<file path="src/rtl/parking_lot_ctrl_multi.sv">
// Multi-lane parking lot controller: one entry/exit sequencing FSM per lane
// feeding a shared, saturating occupancy counter with sticky over/underflow flags.
module parking_lot_ctrl_multi #(
  parameter int unsigned LANES = 2,
  parameter int unsigned CAP   = 16,
  parameter int unsigned CNT_W = 8
) (
  input  logic             clk,
  input  logic             rst,
  input  logic [LANES-1:0] in_sig,
  input  logic [LANES-1:0] out_sig,
  input  logic             clr_err,
  output logic [LANES-1:0] entering,
  output logic [LANES-1:0] exiting,
  output logic [CNT_W-1:0] count,
  output logic             full,
  output logic             empty,
  output logic             ovf,
  output logic             unf,
  output logic [LANES-1:0] fault
);

  // Sum width leaves headroom so count + E - X never wraps.
  localparam int unsigned SumW = CNT_W + 4;
  localparam logic signed [SumW-1:0] CapS = SumW'(CAP);

  typedef enum logic [2:0] {
    StIdle,
    StEn1,
    StEn2,
    StEn3,
    StEx1,
    StEx2,
    StEx3,
    StFault
  } lane_state_e;

  lane_state_e state_q [LANES];
  lane_state_e state_d [LANES];

  logic [LANES-1:0] enter_done;
  logic [LANES-1:0] exit_done;
  logic [CNT_W-1:0] count_q, count_d;
  logic             ovf_q, ovf_d, unf_q, unf_d;
  logic [3:0]       e_cnt, x_cnt;
  logic signed [SumW-1:0] sum;

  // Per-lane transition table; ab = {outer beam A, inner beam B}.
  // Stepping back to the previous state's pattern models a car reversing.
  function automatic lane_state_e lane_next(lane_state_e st, logic [1:0] ab);
    lane_state_e nx;
    nx = st;
    unique case (st)
      StIdle: begin
        case (ab)
          2'b10:   nx = StEn1;
          2'b01:   nx = StEx1;
          2'b11:   nx = StFault;
          default: nx = StIdle;
        endcase
      end
      StEn1: begin
        case (ab)
          2'b10:   nx = StEn1;
          2'b11:   nx = StEn2;
          2'b00:   nx = StIdle;
          default: nx = StFault;
        endcase
      end
      StEn2: begin
        case (ab)
          2'b11:   nx = StEn2;
          2'b01:   nx = StEn3;
          2'b10:   nx = StEn1;
          default: nx = StIdle;
        endcase
      end
      StEn3: begin
        case (ab)
          2'b01:   nx = StEn3;
          2'b00:   nx = StIdle;
          2'b11:   nx = StEn2;
          default: nx = StFault;
        endcase
      end
      StEx1: begin
        case (ab)
          2'b01:   nx = StEx1;
          2'b11:   nx = StEx2;
          2'b00:   nx = StIdle;
          default: nx = StFault;
        endcase
      end
      StEx2: begin
        case (ab)
          2'b11:   nx = StEx2;
          2'b10:   nx = StEx3;
          2'b01:   nx = StEx1;
          default: nx = StIdle;
        endcase
      end
      StEx3: begin
        case (ab)
          2'b10:   nx = StEx3;
          2'b00:   nx = StIdle;
          2'b11:   nx = StEx2;
          default: nx = StFault;
        endcase
      end
      StFault: begin
        nx = (ab == 2'b00) ? StIdle : StFault;
      end
      default: nx = StIdle;
    endcase
    return nx;
  endfunction

  // Next state per lane and completion detection for the shared counter.
  always_comb begin
    enter_done = '0;
    exit_done  = '0;
    for (int i = 0; i < int'(LANES); i++) begin
      state_d[i]    = lane_next(state_q[i], {in_sig[i], out_sig[i]});
      enter_done[i] = (state_q[i] == StEn3) && ({in_sig[i], out_sig[i]} == 2'b00);
      exit_done[i]  = (state_q[i] == StEx3) && ({in_sig[i], out_sig[i]} == 2'b00);
    end
  end

  // Net entries against exits, then clamp to [0, CAP] and raise sticky flags.
  always_comb begin
    e_cnt = '0;
    x_cnt = '0;
    for (int i = 0; i < int'(LANES); i++) begin
      e_cnt = e_cnt + 4'(enter_done[i]);
      x_cnt = x_cnt + 4'(exit_done[i]);
    end
    sum     = $signed(SumW'(count_q)) + $signed(SumW'(e_cnt)) - $signed(SumW'(x_cnt));
    count_d = sum[CNT_W-1:0];
    ovf_d   = ovf_q & ~clr_err;
    unf_d   = unf_q & ~clr_err;
    if (sum > CapS) begin
      count_d = CNT_W'(CAP);
      ovf_d   = 1'b1;
    end else if (sum[SumW-1]) begin
      count_d = '0;
      unf_d   = 1'b1;
    end
  end

  // Lane state, pulse, counter and flag registers.
  always_ff @(posedge clk or negedge rst) begin
    if (!rst) begin
      for (int i = 0; i < int'(LANES); i++) begin
        state_q[i] <= StIdle;
      end
      entering <= '0;
      exiting  <= '0;
      count_q  <= '0;
      ovf_q    <= 1'b0;
      unf_q    <= 1'b0;
    end else begin
      for (int i = 0; i < int'(LANES); i++) begin
        state_q[i] <= state_d[i];
      end
      entering <= enter_done;
      exiting  <= exit_done;
      count_q  <= count_d;
      ovf_q    <= ovf_d;
      unf_q    <= unf_d;
    end
  end

  // Status decodes of registered state.
  always_comb begin
    for (int i = 0; i < int'(LANES); i++) begin
      fault[i] = (state_q[i] == StFault);
    end
  end

  assign count = count_q;
  assign full  = (count_q == CNT_W'(CAP));
  assign empty = (count_q == '0);
  assign ovf   = ovf_q;
  assign unf   = unf_q;

endmodule

</file>
<file path="config.mk">
export PLATFORM = sky130hd
export DESIGN_NAME = parking_lot_ctrl_multi
export DESIGN_NICKNAME = d
export VERILOG_FILES = /design/src/rtl/parking_lot_ctrl_multi.sv
export SDC_FILE = /design/constraint.sdc
export NUM_CORES = 1
export LEC_CHECK = 0
export CORE_MARGIN = 10
export CORE_UTILIZATION = 54
export CTS_CLUSTER_SIZE = 28
export DETAILED_ROUTE_END_ITERATION = 7
export PLACE_DENSITY = 0.77
export SYNTH_ARGS = -nofsm -noshare
export SYNTH_HDL_FRONTEND = slang
export SYNTH_SLANG_ARGS = --single-unit
export TNS_END_PERCENT = 100
</file>
<file path="constraint.sdc">
create_clock -name clk -period 4.5 [get_ports clk]
set_input_delay 0.45 -clock clk [delete_from_list [all_inputs] [get_ports clk]]
set_output_delay 0.45 -clock clk [all_outputs]
set_load 0.005 [all_outputs]
</file>
==> results.yml <==
global_route:
  first_global_vias: 1393
  grt_overflow: 0
  busiest_layer: "met2"
  met1_usage_pct: 14.3
  grt_max_degree: 21
  grt_use_met2_pct: 21.1
  grt_use_met3_pct: 2.12
  grt_pass1_wl_um: 6120
  antenna_found_initial: 0
  grt.total_usage_pct: 12.2
floorplanning:
  die_h_um: 75.9
  die-width_um: 75.9
  fp.coreArea_um2: 3030
  num_io_pins: 25
  rows: 20
  dieArea_um2: 5760
  start_util_pct: 55.7
placed_design:
  hpwl_um: 2950
  dpl.cell_count: 253
  finalWeightedCongestion: 0.889
  dpl_cell_area_um2: 2000
  portBuffers: 24
  pre_cts_ws_ns: 0.0408
pwr:
  p_leak_nw: 0.931
  swShare_pct: 39.1
  power_frac_comb_pct: 40.2
  seq_power_share_pct: 44.6
  power_density_nw_per_um2: 324
  p_int_w: 0.000401
  switchingPower_w: 0.000258
  power_frac_clock_pct: 15.2
  max-vdd-ir-drop_uv: 212
layout:
  finalNonFillerCells: 257
  fillers: 250
  ff_latch_area_um2: 500
  diodes: 0
  multi_input_area_um2: 1090
  area_growth_pct: 20.5
  layout.nets: 250
  fin_area_um2: 2030
  drive_gt1_share_pct: 7.98
timing:
  slew_violations: 0
  fin_ws_ns: 0.336
  fin_setup_tns_ns: 0
  rsz0062_at_grt: "no"
  relSlewSlack_pct: 43.0
  clock_skew_ns: 0.00659
  fmax_mhz: 240
  finalCritPeriodShare_pct: 92.5
  hold_viol: 0
  tightest_slew_ns: 0.853
  period_needed_ns: 4.16
  finalSetupViolCount: 0
synth:
  synthAdderAreaFrac_pct: 22.8
  syn_area_um2: 1690
  synth_compound_area_share_pct: 16.4
  yosys-top-cells-count: "26 x ha_1, 23 x inv_1, 20 x dfrtp_1"
  syn_avg_cell_area_um2: 9.12
  yosys.area_share.simple_pct: 19.9
  synth_top_family_by_area: "adder cells"
  synth_warnings: 0
  synth_xor_area_share_pct: 2.08
  synth_top_area_cell: "dfrtp_1"
  synth_most_common_cell: "ha_1"
  ys_types: 46
  yosysTopAreaCellShare_pct: 29.7
  netlist_instances: 185
  ys_top_cells_by_area: "dfrtp_1 30%, ha_1 19%, inv_1 5.1%"
  async_reset_ff_share_pct: 100
  ys_ff_latch: 20
  synth-seq-area-share_pct: 29.7
  synth_edf_count: 0
  muxShareOfSynthArea_pct: 2.52
  ys.flop_type: "dfrtp_1"
setup_path:
  crit_slowest_cell: "fa_1"
  path_buf_inv: 5
  startpoint: "out_sig[1]"
  crit_chain: "clkdlybuf4s50_1 -> inv_1 -> ha_1 -> nor3b_1 -> fa_1 -> fa_1 -> inv_1 -> ha_1 -> inv_1 -> fa_1 -> or2_2 -> a211oi_1 -> buf_4 -> a211oi_1 -> o41a_1"
  reg2reg_depth: 13
  cpPeakStageDelay_ns: 0.49
  crit_fanout: 5
  reg2reg_from: "state_q[1]"
  endpoint_kind: "register"
  crit_cells: 15
  cpLargestDelayFamily: "adder cells"
  r2r_end: "ovf"
  r2r_slack_ns: 0.55
  critPathKind: "in -> reg"
  cp_data_required_time_ns: 4.67
  endpoint: "ovf"
  critPathArrivalTime_ns: 4.34
  setup.worst_path.start_class: "input pin"
clocking:
  cts_hold_buf: 0
  cts_made_buffers: 3
  cts_root_buf: "clkbuf_4"
  clock_latency_ns: 0.29
  cts_sinks: 20
  postCtsSetupBuffers: 0
  cts_tree: "done"
  cts_resized: 0
  h-tree-depth: 1
  path_clk_slew_ns: 0.10
  cts_buffer_depth: 2
detailed_routing:
  wl_per_cell_um: 13.8
  routed_wl_um: 3550
  firstDrtPassIters: 4
  num_vias: 1407
  post_drt_via_cell_ratio: 5.47
  drc: 0
  ant_nets: 0
  drt_iter0_markers: 117
worst_hold_path:
  whs_path_depth: 2
  worst_hold_path_type: "reg -> reg"
job:
  drv_cap: 0
status:
  status: "completed"
layout make-up:
class | count | share of cell area, %
multi-input combinational | 138 | 53.4
inverter | 23 | 4.24
clock buffer | 4 | 1.78
sequential | 20 | 24.6
timing repair buffer | 28 | 13.3
tap | 44 | 2.71
worst register-to-register path, cell delays in order (launching register included):
cell	delay, ns
dfrtp_1	0.56
nand2_1	0.15
nor3b_1	0.33
fa_1	0.49
fa_1	0.38
inv_1	0.06
ha_1	0.18
inv_1	0.07
fa_1	0.42
or2_2	0.29
a211oi_1	0.21
buf_4	0.17
a211oi_1	0.08
o41a_1	0.44
kinds of logic (layout without fill, tap and decap cells):
family | count (synthesis) | count (layout)
AOI/OAI and AO/OA | 41 | 41
xor gates and xnor gates | 4 | 4
adders and majority gates | 29 | 29
buffers and inverters | 29 | 55
DFF | 20 | 20
muxes | 3 | 3
other | 1 | 3
and+or+nand+nor | 58 | 58
how the worst min path moves through the flow:
stage / start / to
3_5_place_dp: unf / unf
3_3_place_gp: unf / unf
5_1_grt: unf / unf
6_report: unf / unf
2_1_floorplan: rst / count[0]
4_1_cts: unf / unf
routing by layer:
layer | vias to the layer above | part of all wire, %
met3 | 4 | 3.2
met1 | 670 | 44
li1 | 705 | -
met2 | 28 | 51
met5 | - | 0
met4 | 0 | 1.4
flip-flops by register name, summed over array words and instances, names as in the netlist:
| name | cells |
|---|---|
| exiting | 2 |
| entering | 2 |
| count | 8 |
| unf | 1 |
| state_q | 6 |
| ovf | 1 |
power groups by stage:
stage	clock, W	sequential (W)	combinational, W
2_1_floorplan	0	0.000234	0.000246
3_3_place_gp	0	0.000291	0.000255
6_report	0.000100	0.000294	0.000265
3_5_place_dp	0	0.000295	0.000265
4_1_cts	0.000104	0.000292	0.000266
5_1_grt	0.000110	0.000302	0.000301
through the flow:
| step | utilization [%] | hold WS, ns | power, W |
|---|---|---|---|
| final | 67.2 | 0.556 | 0.000659 |
| after global routing | 67.2 | 0.591 | 0.000714 |
| after CTS | 67.2 | 0.563 | 0.000661 |
| after detailed placement | 66.0 | 0.547 | 0.000560 |
| after global placement | 66.0 | 0.535 | 0.000546 |
| after floorplan | - | 0.154 | 0.000480 |
placed cells by master (no fill, tap or decap), drive strengths merged, types with 2 or more instances in the layout:
cell and n:
dfrtp 20, nand4b 3, nor2 11, nor4b 3
nor3 6, clkbuf 4, fa 3, xnor2 2
mux2i 2, inv 23, buf 4, and2b 4
clkdlybuf4s50 24, conb 3, a31oi 2, nand2b 2
o21a 2, nand2 13, o21ai 10, and3 2
a311oi 2, xor2 2, o211ai 2, nor3b 2
o21bai 2, a211oi 5, ha 26, or3 2
nand4 2, nand3 2, a21oi 9
Note: power is estimated with default switching activity, not from simulation.
